<file path="src/rtl/backoff_ctl.sv">
// Random backoff controller: draws a slot count from an LFSR, waits the IFS,
// then counts slots down while the channel is idle and pulses backoff_done.
module backoff_ctl #(
  parameter int          CNT_W      = 10,
  parameter int          CW_EXP_MAX = 10,
  parameter logic [15:0] LFSR_SEED  = 16'hACE1
) (
  input  logic             clk,
  input  logic             rst,
  input  logic [3:0]       cw_exp,
  input  logic             backoff_start,
  input  logic             backoff_abort,
  input  logic             ch_idle,
  input  logic [13:0]      ifs_time,
  input  logic [9:0]       slot_time,
  input  logic             force_en,
  input  logic [CNT_W-1:0] force_val,
  output logic             backoff_busy,
  output logic             backoff_done,
  output logic [CNT_W-1:0] backoff_cnt,
  output logic [1:0]       backoff_state
);

  typedef enum logic [1:0] {
    IDLE     = 2'd0,
    WAIT_IFS = 2'd1,
    COUNT    = 2'd2,
    DONE     = 2'd3
  } state_t;

  state_t           state, state_nxt;
  logic [15:0]      lfsr, lfsr_nxt;
  logic [CNT_W-1:0] cnt, cnt_nxt;
  logic [13:0]      ifs_cnt, ifs_cnt_nxt, ifs_last;
  logic [9:0]       slot_cnt, slot_cnt_nxt, slot_last;
  logic [3:0]       exp_eff;
  logic [CNT_W-1:0] draw_mask, draw_val;

  // A zero timing value behaves as a one-cycle interval.
  assign ifs_last  = (ifs_time == 14'd0) ? 14'd0 : ifs_time - 14'd1;
  assign slot_last = (slot_time == 10'd0) ? 10'd0 : slot_time - 10'd1;

  // Galois form of x^16+x^14+x^13+x^11+1, shifting right.
  assign lfsr_nxt = {1'b0, lfsr[15:1]} ^ (lfsr[0] ? 16'hB400 : 16'h0000);

  always_comb begin
    exp_eff = (int'(cw_exp) > CW_EXP_MAX) ? 4'(CW_EXP_MAX) : cw_exp;
    for (int i = 0; i < CNT_W; i++) begin
      draw_mask[i] = (i < int'(exp_eff));
    end
    draw_val = force_en ? force_val : (lfsr[CNT_W-1:0] & draw_mask);
  end

  // NOTE: every signal gets its hold value first so no path can infer a latch.
  always_comb begin
    state_nxt    = state;
    cnt_nxt      = cnt;
    ifs_cnt_nxt  = ifs_cnt;
    slot_cnt_nxt = slot_cnt;
    case (state)
      IDLE: begin
        if (backoff_start && !backoff_abort) begin
          cnt_nxt     = draw_val;
          ifs_cnt_nxt = '0;
          state_nxt   = WAIT_IFS;
        end
      end
      WAIT_IFS: begin
        if (!ch_idle) begin
          ifs_cnt_nxt = '0;
        end else if (ifs_cnt >= ifs_last) begin
          ifs_cnt_nxt  = '0;
          slot_cnt_nxt = '0;
          state_nxt    = (cnt == '0) ? DONE : COUNT;
        end else begin
          ifs_cnt_nxt = ifs_cnt + 14'd1;
        end
      end
      COUNT: begin
        if (!ch_idle) begin
          // A busy channel freezes the count and demands a full IFS again.
          ifs_cnt_nxt = '0;
          state_nxt   = WAIT_IFS;
        end else if (slot_cnt >= slot_last) begin
          slot_cnt_nxt = '0;
          cnt_nxt      = cnt - CNT_W'(1);
          if (cnt == CNT_W'(1)) state_nxt = DONE;
        end else begin
          slot_cnt_nxt = slot_cnt + 10'd1;
        end
      end
      DONE:    state_nxt = IDLE;
      default: state_nxt = IDLE;
    endcase
    if (backoff_abort && state != IDLE) begin
      state_nxt = IDLE;
      cnt_nxt   = '0;
    end
  end

  // NOTE: sequential state uses non-blocking assignments so all flops update together.
  always_ff @(posedge clk) begin
    if (rst) begin
      state    <= IDLE;
      cnt      <= '0;
      lfsr     <= LFSR_SEED;
      ifs_cnt  <= '0;
      slot_cnt <= '0;
    end else begin
      state    <= state_nxt;
      cnt      <= cnt_nxt;
      lfsr     <= lfsr_nxt;
      ifs_cnt  <= ifs_cnt_nxt;
      slot_cnt <= slot_cnt_nxt;
    end
  end

  assign backoff_state = state;
  assign backoff_busy  = (state != IDLE);
  assign backoff_done  = (state == DONE);
  assign backoff_cnt   = cnt;

endmodule
</file>
<file path="config.mk">
export PLATFORM = sky130hd
export DESIGN_NAME = backoff_ctl
export DESIGN_NICKNAME = d
export VERILOG_FILES = /design/src/rtl/backoff_ctl.sv
export SDC_FILE = /design/constraint.sdc
export NUM_CORES = 1
export LEC_CHECK = 0
export ABC_AREA = 1
export CAP_MARGIN = 0
export CORE_MARGIN = 4
export CORE_UTILIZATION = 34
export DETAILED_ROUTE_END_ITERATION = 6
export SLEW_MARGIN = 20
export SYNTH_ARGS = -nofsm -noshare
export SYNTH_HDL_FRONTEND = slang
export SYNTH_SLANG_ARGS = --single-unit
</file>
<file path="constraint.sdc">
create_clock -name clk -period 4.7 [get_ports clk]
set_clock_uncertainty 0.2 [all_clocks]
set_input_delay 0.705 -clock clk [delete_from_list [all_inputs] [get_ports clk]]
set_output_delay 0.705 -clock clk [all_outputs]
set_load 0.02 [all_outputs]
</file>
==> impl_results.rst <==
.. list-table::
   :header-rows: 1

   * - Metric
     - Value
   * - Via count normalized by instance count
     - roughly 4.9
   * - Final GP Congestion
     - between 0.9 and 1
   * - Maximum net fanout on the critical path
     - 12
   * - Cell Rows
     - 38
   * - Syn_nets
     - 676
   * - Max VDD drop
     - 128 µV
   * - Req. time, crit path
     - 4.68 ns
   * - CTS buffer count
     - 5
   * - Clk pin slew, worst setup/hold paths
     - 0.07 ns
   * - Filler cells
     - approximately 1,100
   * - Type of the tightest min-delay check
     - register to register
   * - FMAX
     - 0.263 GHz
   * - Crit Path Category
     - input pin to register
   * - Syn avg cell area
     - around 6.4 µm²
   * - Total number of vias
     - ~4,000
   * - Placed wire-length estimate
     - 7660 µm
   * - Kind of end point of the critical path
     - register
   * - Crit path arrival time
     - approximately 3.8 ns
   * - # port buffers
     - 57
   * - Cell area after placement
     - around 4500 µm²
   * - Remaining antenna violation count after routing
     - 0
   * - Power density normalized to cell area
     - 283 nW/µm²
   * - Number of synthesized register bits
     - 52
   * - Clk Tree Root Cell
     - sky130_fd_sc_hd__clkbuf_16
   * - Layout-stage area growth over the synthesis result
     - 22.5%
   * - Cell count after synthesis
     - 601
   * - Wire length of the first global-routing pass
     - 16,800 µm
   * - Setup repair bufs after CTS
     - 0
   * - Number of top-level pins
     - 58
   * - Cell total after placement
     - about 800
   * - Clock period minus final worst setup slack
     - approximately 3.8 ns
   * - Leakage
     - slightly above 2 nW
   * - Nets
     - between 700 and 800
   * - Critical path's largest stage delay
     - approximately 0.42 ns
   * - Number of standard cells in the final layout excluding fillers
     - roughly 800
   * - Initial core utilization
     - 0.351
   * - Run status
     - finished, final reports clean
   * - Number of antenna diodes
     - 0
   * - Yosys warning total
     - 0
   * - Slowest cell on crit path
     - sky130_fd_sc_hd__clkdlybuf4s50_1
   * - Remaining DRCs
     - 0
   * - Most frequent cell on the critical path
     - sky130_fd_sc_hd__nand2_1
   * - Post-detailed-routing wire length
     - 9620 µm
   * - Via count of the first global-routing pass
     - between 3,000 and 4,000
   * - Initial antenna violation count
     - 0
   * - RSZ-0062 raised after global routing
     - false
   * - Fin area
     - about 4700 µm²
   * - Ratio of final minimum period to clock period
     - 0.808
   * - TritonCTS clock tree
     - built
   * - Fraction of met1 tracks used by global routing
     - 0.222
   * - Launching element type of the critical path
     - input pin
   * - Synth top area cells
     - sky130_fd_sc_hd__dfxtp_1, sky130_fd_sc_hd__nand2_1, sky130_fd_sc_hd__ha_1
   * - Core footprint
     - 10,900 µm²
   * - Pin count of the biggest net entering global routing
     - 27
   * - Vertical die dimension
     - ~110 µm
   * - Kind of cell adding the most delay to the critical path
     - simple AND/OR/NAND/NOR gates
   * - Actual slew at the worst max-slew pin
     - around 0.6 ns
   * - Number of detailed-route iterations in the first pass
     - 5
   * - Sequential cell area fraction in the yosys report
     - 0.271
   * - Overflow left after global routing
     - 0
   * - Most used routing layer
     - met2
   * - Number of failing setup endpoints in the final timing report
     - 0
   * - Die Area
     - ~13,000 µm²
   * - Gr usage total
     - 0.156
   * - Grt met3 use
     - 0.0227
   * - Area share of the largest cell type after synthesis
     - 0.271
   * - Final count of hold timing violations
     - 0
   * - Leading area contributor after synthesis
     - sky130_fd_sc_hd__dfxtp_1
   * - Yosys cell types
     - 33
   * - Accumulated negative setup slack
     - 0 ns
   * - Mapped cell area
     - around 3800 µm²
   * - Number of H-tree levels
     - 2
   * - Drt initial violations
     - roughly 320
   * - Number of resized instances in the post-cts repair step
     - 0
   * - Max-cap check violation count
     - 0
   * - Crit path buffers/inverters
     - 5
   * - M2 GR Usage
     - 0.235
   * - Clk_lat worst skew
     - around 0.3 ns
   * - Clk buf depth
     - 2
   * - Crit path cell chain
     - clkdlybuf4s50_1 -> inv_1 -> ha_1 -> nand2_1 -> nor3_1 -> inv_1 -> o21ai_0 -> nand2_1 -> o21ai_0 -> ha_1 -> nand2_1 -> inv_1 -> nand3_1 -> nor2_1 -> nor2_2 -> nand3_2 -> nand2_1 -> inv_1 -> nand2_1 -> a21oi_1
   * - Headroom to the max-slew limit
     - 0.599
   * - Total number of clock tree sinks
     - 52
   * - Mean routed wirelength per cell
     - 12.0 µm
   * - Fraction of final layout cells sized beyond drive strength 1
     - 0.0561
   * - Number of buffers added to fix hold violations after cts
     - 0
   * - Die extent in x
     - ~110 µm
   * - Final count of pins violating max slew
     - 0
[worst min-delay path, cell delays in order, from the launching register on]
cell and delay, ns:
sky130_fd_sc_hd__dfxtp_1 0.30, sky130_fd_sc_hd__inv_1 0.04, sky130_fd_sc_hd__nor2_1 0.03
[logic make-up (layout without fill, tap and decap cells)]
| kind of cell | after synthesis | in the layout | synth area share |
|---|---|---|---|
| xor gates and xnor gates | 25 | 25 | 0.0571 |
| DFF | 52 | 52 | 0.271 |
| and+or+nand+nor | 308 | 308 | 0.347 |
| adders and majority gates | 31 | 31 | 0.101 |
| buffers and inverters | 94 | 152 | 0.0975 |
| AOI/OAI and AO/OA | 91 | 91 | 0.126 |
[state kept, by name, summed over array words and instances, names as in the netlist]
register	flops
backoff_state	2
lfsr	16
ifs_cnt	14
backoff_cnt	10
slot_cnt	10
[cell usage in the layout, fill, tap and decap left out, drive strengths merged]
cell / instances
a211oi: 1
a21o: 1
a21oi: 43
a22oi: 2
a31oi: 3
buf: 3
clkbuf: 7
clkdlybuf4s50: 57
clkinvlp: 1
dfxtp: 52
ha: 31
inv: 84
nand2: 136
nand3: 42
nand3b: 3
nand4: 4
nor2: 85
nor3: 24
o21ai: 36
o21bai: 2
o22ai: 2
o41ai: 1
or2: 14
xnor2: 4
xor2: 21
[Yosys cell counts (all sizes together)]
cell and n:
nand2 136, nor2 85, inv 84, dfxtp 52
a21oi 43, nand3 42, o21ai 36, ha 31
nor3 24, xor2 21, or2 14, buf 5
clkbuf 5, nand4 4, xnor2 4, a31oi 3
nand3b 3, a22oi 2, o21bai 2, o22ai 2
a211oi 1, a21o 1, o41ai 1
[power by group]
part / internal [W] / switching (W)
Sequential: 0.000473 / 0.0000352
Combinational: 0.000177 / 0.000270
Clock: 0.000212 / 0.000162
Total: 0.000862 / 0.000467
[path summary, 6_finish.rpt]
path               start           to  slack (ns)  depth (start not counted)
max          ifs_time[0]  slot_cnt[8]        0.90                         20
min             lfsr[10]      lfsr[9]        0.21                          2
min reg2reg     lfsr[10]      lfsr[9]        0.21                          2
max reg2reg   ifs_cnt[9]  slot_cnt[8]        2.41                          9
[cell type report]
cell class,instances,area [µm²],share of cell area
inverter,84,318,0.0676
clock inverter,1,7.51,0.00160
sequential,52,1040,0.222
tap,140,175,0.0373
timing repair buffer,60,593,0.126
clock buffer,7,143,0.0304
multi-input combinational,455,2420,0.515
[stage by stage]
stage / hold slack, ns / total power, W / util / setup slack, ns
floorplan: 0.188 / 0.000805 / - / 1.64
CTS: 0.213 / 0.00135 / 0.430 / 0.898
finish: 0.214 / 0.00133 / 0.430 / 0.901
detailed placement: 0.201 / 0.000964 / 0.416 / 0.581
global route: 0.236 / 0.00142 / 0.430 / 0.417
global placement: 0.191 / 0.000957 / 0.416 / 0.647
[per-layer routing]
layer  vias up  share of wire
met5         -              0
met4         0          0.020
met3        12          0.060
met2       111           0.42
met1      1717           0.50
li1       2051              -
Note: power is estimated with default switching activity, not from simulation.
